<file path="config.mk">
export PLATFORM = sky130hd
export DESIGN_NAME = xup_gate_reduce_pipe
export DESIGN_NICKNAME = d
export VERILOG_FILES = /design/src/rtl/xup_gate_pkg.sv /design/src/rtl/xup_gate_reduce_stage.sv /design/src/rtl/xup_gate_reduce_pipe.sv
export SDC_FILE = /design/constraint.sdc
export NUM_CORES = 1
export LEC_CHECK = 0
export CORE_ASPECT_RATIO = 1.2
export CORE_UTILIZATION = 40
export CTS_CLUSTER_SIZE = 25
export DETAILED_ROUTE_END_ITERATION = 16
export PLACE_DENSITY = 0.61
export SYNTH_ARGS = -nofsm -noshare
export SYNTH_HDL_FRONTEND = slang
export SYNTH_SLANG_ARGS = --single-unit
</file>
<file path="constraint.sdc">
create_clock -name clk -period 1.1 [get_ports clk]
set_input_delay 0.22 -clock clk [delete_from_list [all_inputs] [get_ports clk]]
set_output_delay 0.22 -clock clk [all_outputs]
set_load 0.05 [all_outputs]
</file>
<file path="src/rtl/xup_gate_pkg.sv">
`default_nettype none
// ============================================================================
// Module   : xup_gate_pkg
// Purpose  : Shared definitions for the pipelined wide reduction gate.
//            Provides the function-select codes, the tree base operation
//            type, the identity (padding) bit per mode, the base-op and
//            output-invert decode, and a ceil(log2) helper.
// Revision : 1.0 - initial release
// ============================================================================
package xup_gate_pkg;

    // Function-select codes carried on in_mode; 6 and 7 are reserved.
    localparam logic [2:0] MODE_AND  = 3'd0;
    localparam logic [2:0] MODE_NAND = 3'd1;
    localparam logic [2:0] MODE_OR   = 3'd2;
    localparam logic [2:0] MODE_NOR  = 3'd3;
    localparam logic [2:0] MODE_XOR  = 3'd4;
    localparam logic [2:0] MODE_XNOR = 3'd5;

    // Operation applied at every tree level; OP_ZERO covers reserved modes.
    typedef enum logic [1:0] {
        OP_AND  = 2'd0,
        OP_OR   = 2'd1,
        OP_XOR  = 2'd2,
        OP_ZERO = 2'd3
    } base_op_e;

    // ceil(log2(n)); returns 0 for n <= 1.
    function automatic int unsigned f_clog2(input int unsigned n);
        int unsigned r;
        r = 0;
        while ((32'd1 << r) < n) begin
            r = r + 1;
        end
        return r;
    endfunction

    // Padding leaves must not disturb the result: 1 for the AND family,
    // 0 for the OR and XOR families.
    function automatic logic f_identity(input logic [2:0] mode);
        return (mode == MODE_AND) || (mode == MODE_NAND);
    endfunction

    // Tree operation used by every level for a given mode.
    function automatic base_op_e f_base_op(input logic [2:0] mode);
        base_op_e op;
        case (mode)
            MODE_AND, MODE_NAND: op = OP_AND;
            MODE_OR,  MODE_NOR:  op = OP_OR;
            MODE_XOR, MODE_XNOR: op = OP_XOR;
            default:             op = OP_ZERO;
        endcase
        return op;
    endfunction

    // Output inversion for the complemented modes.
    function automatic logic f_invert(input logic [2:0] mode);
        return (mode == MODE_NAND) || (mode == MODE_NOR) || (mode == MODE_XNOR);
    endfunction

endpackage
`default_nettype wire

</file>
<file path="src/rtl/xup_gate_reduce_stage.sv">
`default_nettype none
// ============================================================================
// Module   : xup_gate_reduce_stage
// Purpose  : One registered level of the reduction tree. Combines adjacent
//            pairs of its IN_W input bits with the mode's base operation and
//            registers the IN_W/2 results together with valid and mode.
//            The stage loads whenever it is empty or its successor advances.
// Ports    : clk, rst        - clock, synchronous active-high reset
//            i_valid/i_mode/i_data - upstream transaction
//            i_next_adv      - successor (or downstream) takes data this cycle
//            o_adv           - this stage loads new content this cycle
//            o_valid/o_mode/o_data - registered stage content
// Revision : 1.0 - initial release
// ============================================================================
module xup_gate_reduce_stage
    import xup_gate_pkg::*;
#(
    parameter int IN_W = 2
) (
    input  logic                clk,
    input  logic                rst,
    input  logic                i_valid,
    input  logic [2:0]          i_mode,
    input  logic [IN_W-1:0]     i_data,
    input  logic                i_next_adv,
    output logic                o_adv,
    output logic                o_valid,
    output logic [2:0]          o_mode,
    output logic [IN_W/2-1:0]   o_data
);

    localparam int c_OUT_W = IN_W / 2;

    logic                r_valid;
    logic [2:0]          r_mode;
    logic [c_OUT_W-1:0]  r_data;
    logic [c_OUT_W-1:0]  w_level;
    base_op_e            w_op;

    assign w_op = f_base_op(i_mode);

    always_comb begin
        w_level = '0;
        for (int i = 0; i < c_OUT_W; i++) begin
            case (w_op)
                OP_AND:  w_level[i] = i_data[2*i] & i_data[2*i+1];
                OP_OR:   w_level[i] = i_data[2*i] | i_data[2*i+1];
                OP_XOR:  w_level[i] = i_data[2*i] ^ i_data[2*i+1];
                default: w_level[i] = 1'b0;
            endcase
        end
    end

    // A full stage can only move when the next one makes room.
    assign o_adv = ~r_valid | i_next_adv;

    always_ff @(posedge clk) begin
        if (rst) begin
            r_valid <= 1'b0;
            r_mode  <= '0;
            r_data  <= '0;
        end else if (o_adv) begin
            r_valid <= i_valid;
            r_mode  <= i_mode;
            r_data  <= w_level;
        end
    end

    assign o_valid = r_valid;
    assign o_mode  = r_mode;
    assign o_data  = r_data;

endmodule
`default_nettype wire

</file>
<file path="src/rtl/xup_gate_reduce_pipe.sv">
`default_nettype none
// ============================================================================
// Module   : xup_gate_reduce_pipe
// Purpose  : Pipelined WIDTH-input reduction gate with per-transaction
//            function select (AND/NAND/OR/NOR/XOR/XNOR, reserved -> 0).
//            Input is padded to 2^LEVELS leaves with the mode's identity
//            bit and reduced by LEVELS registered tree stages behind a
//            valid/ready handshake; one transaction per cycle.
// Ports    : clk, reset (sync, active-high)
//            in_valid/in_ready/in_data[WIDTH]/in_mode[3]  - input channel
//            out_valid/out_ready/y                        - result channel
//            ones_cnt[16] - count of y=1 output handshakes (XUP_GATE_CNT_EN)
// Options  : define XUP_GATE_CNT_EN to add the ones_cnt port and counter.
// Revision : 1.0 - initial release
// ============================================================================
module xup_gate_reduce_pipe
    import xup_gate_pkg::*;
#(
    parameter int WIDTH = 6,
    parameter int DELAY = 3
) (
    input  logic                clk,
    input  logic                reset,
    input  logic                in_valid,
    output logic                in_ready,
    input  logic [WIDTH-1:0]    in_data,
    input  logic [2:0]          in_mode,
    output logic                out_valid,
    input  logic                out_ready,
    output logic                y
`ifdef XUP_GATE_CNT_EN
    ,
    output logic [15:0]         ones_cnt
`endif
);

    localparam int c_LOG2   = int'(f_clog2(WIDTH));
    localparam int LEVELS   = (c_LOG2 < 1) ? 1 : c_LOG2;
    localparam int c_LEAVES = 1 << LEVELS;
    // All tree levels packed back to back: level k holds c_LEAVES>>k bits
    // starting at 2*c_LEAVES - 2*(c_LEAVES>>k); the root bit is the MSB.
    localparam int c_BUS_W  = 2 * c_LEAVES - 1;

    // DELAY only shapes timing of the behavioural library model and has no
    // hardware counterpart; negative values are meaningless.
    if (DELAY < 0) begin : g_delay_range
    end

    logic [c_BUS_W-1:0]  w_bus;
    logic [c_LEAVES-1:0] w_leaves;
    logic                w_pad;
    logic [LEVELS:0]     w_valid;
    logic [LEVELS:0]     w_adv;
    logic [2:0]          w_mode [0:LEVELS];
    logic [2:0]          w_out_mode;
    logic                w_root;

    assign w_pad = f_identity(in_mode);

    always_comb begin
        w_leaves                = {c_LEAVES{w_pad}};
        w_leaves[WIDTH-1:0]     = in_data;
    end

    assign w_bus[c_LEAVES-1:0] = w_leaves;
    assign w_valid[0]          = in_valid;
    assign w_mode[0]           = in_mode;
    assign w_adv[LEVELS]       = out_ready;

    for (genvar k = 0; k < LEVELS; k++) begin : g_level
        localparam int c_IN_W    = c_LEAVES >> k;
        localparam int c_OFF_IN  = 2 * c_LEAVES - 2 * c_IN_W;
        localparam int c_OFF_OUT = c_OFF_IN + c_IN_W;

        xup_gate_reduce_stage #(
            .IN_W (c_IN_W)
        ) u_stage (
            .clk        (clk),
            .rst        (reset),
            .i_valid    (w_valid[k]),
            .i_mode     (w_mode[k]),
            .i_data     (w_bus[c_OFF_IN +: c_IN_W]),
            .i_next_adv (w_adv[k+1]),
            .o_adv      (w_adv[k]),
            .o_valid    (w_valid[k+1]),
            .o_mode     (w_mode[k+1]),
            .o_data     (w_bus[c_OFF_OUT +: c_IN_W/2])
        );
    end

    // Reset holds off new input so nothing can slip in as the pipe clears.
    assign in_ready  = ~reset & w_adv[0];
    assign out_valid = w_valid[LEVELS];

    // Complement and reserved-mode forcing happen only at the root, using
    // the mode that travelled with this transaction; all inputs here are
    // registers, so y holds steady while the last stage is stalled.
    assign w_out_mode = w_mode[LEVELS];
    assign w_root     = w_bus[c_BUS_W-1];
    assign y          = (f_base_op(w_out_mode) == OP_ZERO) ? 1'b0
                                                           : (w_root ^ f_invert(w_out_mode));

`ifdef XUP_GATE_CNT_EN
    logic [15:0] r_ones_cnt;

    always_ff @(posedge clk) begin
        if (reset) begin
            r_ones_cnt <= '0;
        end else if (out_valid && out_ready && y) begin
            r_ones_cnt <= r_ones_cnt + 16'd1;
        end
    end

    assign ones_cnt = r_ones_cnt;
`endif

endmodule
`default_nettype wire
</file>
# Word-level counts from Yosys, hierarchy flattened
# Cells that the tools add are included.
[classes]
eq_ne = 27
muxes = 12
bitwise = 27
n_reduce_logical = 23
[op_table]
columns = ["op", "count"]
rows = [
  ["OR reduction 2 bit", 13],
  ["== test 3 x 2 -> 1 bit (second input constant)", 8],
  ["== test 3 bit (second input constant)", 8],
  ["one-hot mux 2 bit (3 select lines)", 4],
  ["one-hot mux 1 bit (3 select lines)", 6],
  ["== test 3 x 1 -> 1 bit (second input constant)", 4],
  ["logical NOT 3 bit", 4],
  ["OR 1 bit", 9],
  ["== test 2 bit (second input constant)", 4],
  ["AND 1 bit", 7],
  ["bitwise XOR 1 bit", 7],
  ["== test 2 x 1 -> 1 bit (second input constant)", 3],
  ["logical NOT 2 bit", 3],
  ["inverter 1 bit", 4],
  ["logical OR 1 bit", 3],
  ["two-way mux 1 bit", 2],
]
[word_totals]
register_bits = 19
output_inout_bits = 3

# Depth between registers and ports, before layout
[logic_depth]
depth_word = 6
depth_mapped = 5

# Hierarchy
# Synthesis repeated with hierarchy kept, for this count alone.
[hier_totals]
hier_cells = 122
area_unflattened_um2 = 1128.6
[modules_own_cells]
columns = ["module", "instances", "cells_per_inst", "area_each_um2"]
rows = [
  ["xup_gate_reduce_stage (g_level[0].u_stage)", 1, 58, 523.0],
  ["xup_gate_reduce_stage (g_level[1].u_stage)", 1, 35, 331.6],
  ["xup_gate_reduce_stage (g_level[2].u_stage)", 1, 25, 250.2],
  ["xup_gate_reduce_pipe", 1, 4, 23.8],
]

# Least setup slack after synthesis
# Ideal clock, no wire load.
[synth_timing]
kind = "register to output"
start = "register g_level[2].u_stage.r_valid"
end = "output port in_ready"
t_arrival_ns = 1.545
required_ns = 0.880
path_slack_ns = -0.665
path_stages_with_launch = 4
path_buffers = 1
path_cell_list = "dfxtp_1 -> and4b_4 -> buf_6 -> nor2_1"
[synth_via]
elab_chain_len = 5
[synth_rtl]
columns = ["item", "line", "text"]
rows = [
  ["from (decl)", "xup_gate_reduce_stage.sv:34", "logic r_valid;"],
  ["from (signal assigned)", "xup_gate_reduce_stage.sv:63", "r_valid <= i_valid;"],
  ["inverter 1 bit", "xup_gate_reduce_stage.sv:55", "assign o_adv = ~r_valid | i_next_adv;"],
  ["OR 1 bit (3 in series)", "xup_gate_reduce_stage.sv:55", ""],
  ["AND 1 bit", "xup_gate_reduce_pipe.sv:92", "assign in_ready = ~reset & w_adv[0];"],
  ["to (decl)", "xup_gate_reduce_pipe.sv:25", "output logic in_ready,"],
]
# No other way between the ends.

# Final worst setup path
# Ends and elaborated chain as after synthesis.

==> results.json <==
{
  "gp_congestion": 0.701,
  "cts_buffers": 3,
  "placementRows": 19,
  "worstMarginPinSlew_ns": 0.271,
  "syn_nets": 141,
  "worstPathCellList": "and4b_4 > nor2_4 > buf_12",
  "period_minus_slack_ns": 1.32,
  "cts_buffer_depth": 2,
  "ys_ff_latch": 19,
  "hp-class": "in -> reg",
  "antenna_cells": 0,
  "io_pins": 16,
  "nets": 179,
  "status": "complete, but fails checks",
  "viasPerCell": 4.97,
  "grt_pass1_vias": 922,
  "start_util_pct": 43.5,
  "ys_types": 26,
  "pwr-share-seq_pct": 53.1,
  "clkPwrFrac_pct": 24.7,
  "vias": 915,
  "overflow": 0,
  "critPathKind": "reg -> out",
  "drt_iter0_drc": 5,
  "cp.arrival_ns": 1.10,
  "required_ns": 0.88,
  "finalCritPeriodShare_pct": 120,
  "maxCapViolations": 0,
  "cp-start-kind": "flop",
  "avgRoutedWirePerCell_um": 11.4,
  "die_x_um": 48.2,
  "htreeDepth": 1,
  "postRouteAntennaNets": 0,
  "p_comb_share_pct": 22.1,
  "synth_area_um2": 1020,
  "switching_share_pct": 26.2,
  "die_h_um": 57.4,
  "power_leakage_uw": 0.000665,
  "fp.coreArea_um2": 2350,
  "drt_drc_violations_left": 0,
  "cts_num_sinks": 19,
  "slew_viol_final": 0,
  "fmax_ghz": 0.759,
  "dp_hpwl_um": 1570,
  "netlist_instances": 116,
  "setup_slack_ns": -0.217,
  "crit_path_max_incr_delay_ns": 0.36,
  "clk_pin_slew_ns": 0.10,
  "yosysSeqAreaShare_pct": 37.2,
  "setup_violations": 9,
  "cts_root_buffer": "clkbuf_4",
  "power.internal_uw": 1040,
  "ir_drop_mv": 0.525,
  "crit_family": "flip-flops",
  "num-fill-cells": 201,
  "critPathBufInv": 1,
  "dieArea_um2": 2770,
  "violations": "setup timing",
  "worst_setup_path_end_kind": "output port",
  "rsz0062_at_grt": "true",
  "slowest_stage": "dfxtp_4",
  "cts-hold-fix-buffers": 0,
  "grt_usage_pct": 18.1,
  "hold_viol": 0,
  "worstSkewPairLatency_ns": 0.29,
  "io_buffer_count": 15,
  "syn_area_per_cell_um2": 8.82,
  "switchingPower_uw": 368,
  "finalClockSkew_ns": 0.00170,
  "slew_headroom_pct": 81.9,
  "grt_antenna_before_repair": 0,
  "drive_gt1_share_pct": 41.2,
  "finalSetupTns_ns": -1.20,
  "dpl_worst_slack_ns": -0.480,
  "layout_commonest_cell": "buf_4",
  "yosys_warnings": 0,
  "grt_pass1_wl_um": 3510,
  "first_pass_iters": 4,
  "totalWireLength_um": 2100,
  "path_max_fanout": 2,
  "layout_common_cells": "buf_4 (21), nor2_1 (13)",
  "grt_max_degree": 14,
  "powerDensity_nw_per_um2": 929,
  "cts_tree": "yes",
  "area_delta_synth_final_pct": 47.7
}
==> flip-flops by register name, indices dropped and copies added, names as in the netlist <==
register and flops:
g_level.u_stage.o_data 7, g_level.u_stage.o_mode 9, g_level.u_stage.o_valid 3
==> tightest hold or removal path: cells and delay by family <==
kind	cells	cell delay [ns]
AND/OR/NAND/NOR	1	0.05
AO/OA/AOI/OAI	1	0.05
buffers and inverters	1	0.40
==> per-layer routing <==
layer	global-route usage, %	part of all wire [%]	wire [µm]
met2	32.8	56	1170
met5	0	0	0
met1	18.3	40	849
met4	10.7	2.4	51
met3	1.90	1.4	29
==> kinds of logic (layout without fill, tap and decap cells) <==
kind of cell	count (synthesis)	after routing	share of synthesized area, %
AND/OR/NAND/NOR	37	37	17.6
AO/OA/AOI/OAI	21	21	14.9
flip-flops	19	19	37.2
buffers and inverters	19	56	7.95
adder cells (fa/ha/maj)	12	12	14.7
multiplexers	7	7	6.85
XOR/XNOR	1	1	0.856
==> worst paths after layout <==
check                                                   from  cells past startpoint                      endpoint  slack (ns)
worst max-delay path              g_level[2].u_stage.o_valid                      3                      in_ready       -0.22
worst min-delay path                              in_mode[0]                      3  g_level[0].u_stage.o_mode[0]        0.47
worst max register to register    g_level[2].u_stage.o_valid                      4  g_level[0].u_stage.o_data[3]       -0.18
worst min register to register  g_level[0].u_stage.o_mode[0]                      2  g_level[0].u_stage.o_mode[0]        0.47
==> cell usage after synthesis (all sizes together) <==
cell / instances / area [µm²]
buf: 3 / 21.3
and4b: 1 / 13.8
nand2b: 3 / 18.8
mux2i: 7 / 70.1
nor2b: 2 / 12.5
a211o: 2 / 17.5
inv: 14 / 52.6
nand4b: 1 / 8.76
nand2: 9 / 33.8
a21oi: 12 / 63.8
or2: 1 / 6.26
dfxtp: 19 / 380
or3: 1 / 6.26
clkbuf: 2 / 7.51
nand3b: 1 / 7.51
nor3: 2 / 10.0
xnor2: 1 / 8.76
nor2: 14 / 52.6
a221oi: 4 / 41.3
nand3: 2 / 10.0
a21o: 1 / 7.51
ha: 12 / 150
o221a: 2 / 22.5
==> power by group through the flow <==
| stage | clock network [µW] | logic (µW) | registers [µW] |
|---|---|---|---|
| after floorplan | 0 | 137 | 764 |
| after global placement | 0 | 280 | 760 |
| after detailed placement | 0 | 286 | 761 |
| after CTS | 355 | 310 | 746 |
| after global routing | 396 | 344 | 751 |
| final | 347 | 311 | 746 |
==> final cells by class <==
type	instances	area, µm²	area share (%)
inverter	14	52.6	3.48
tap	31	38.8	2.57
multi-input combinational	78	646	42.7
clock buffer	4	26.3	1.74
sequential	19	395	26.2
timing repair buffer	38	353	23.3
==> per-stage QoR <==
| step | utilization (%) | hold slack [ns] | area, µm² | cells | total power [µW] |
|---|---|---|---|---|---|
| CTS | 63.5 | 0.469 | 1490 | 184 | 1410 |
| detailed placement | 58.6 | 0.455 | 1380 | 175 | 1050 |
| global placement | 58.6 | 0.448 | 1380 | 175 | 1040 |
| floorplan | - | 0.341 | 1060 | 116 | 901 |
| global route | 64.2 | 0.463 | 1510 | 184 | 1490 |
| finish | 64.2 | 0.471 | 1510 | 184 | 1400 |
==> what timing repair did <==
action	in CTS	in global routing
resized for setup	21	5
buffers inserted	5	0
endpoints found under the setup margin	11	20
pin swaps	6	1
cloned	0	0
hold endpoints to repair	0	0
Note: power is estimated with default switching activity, not from simulation.
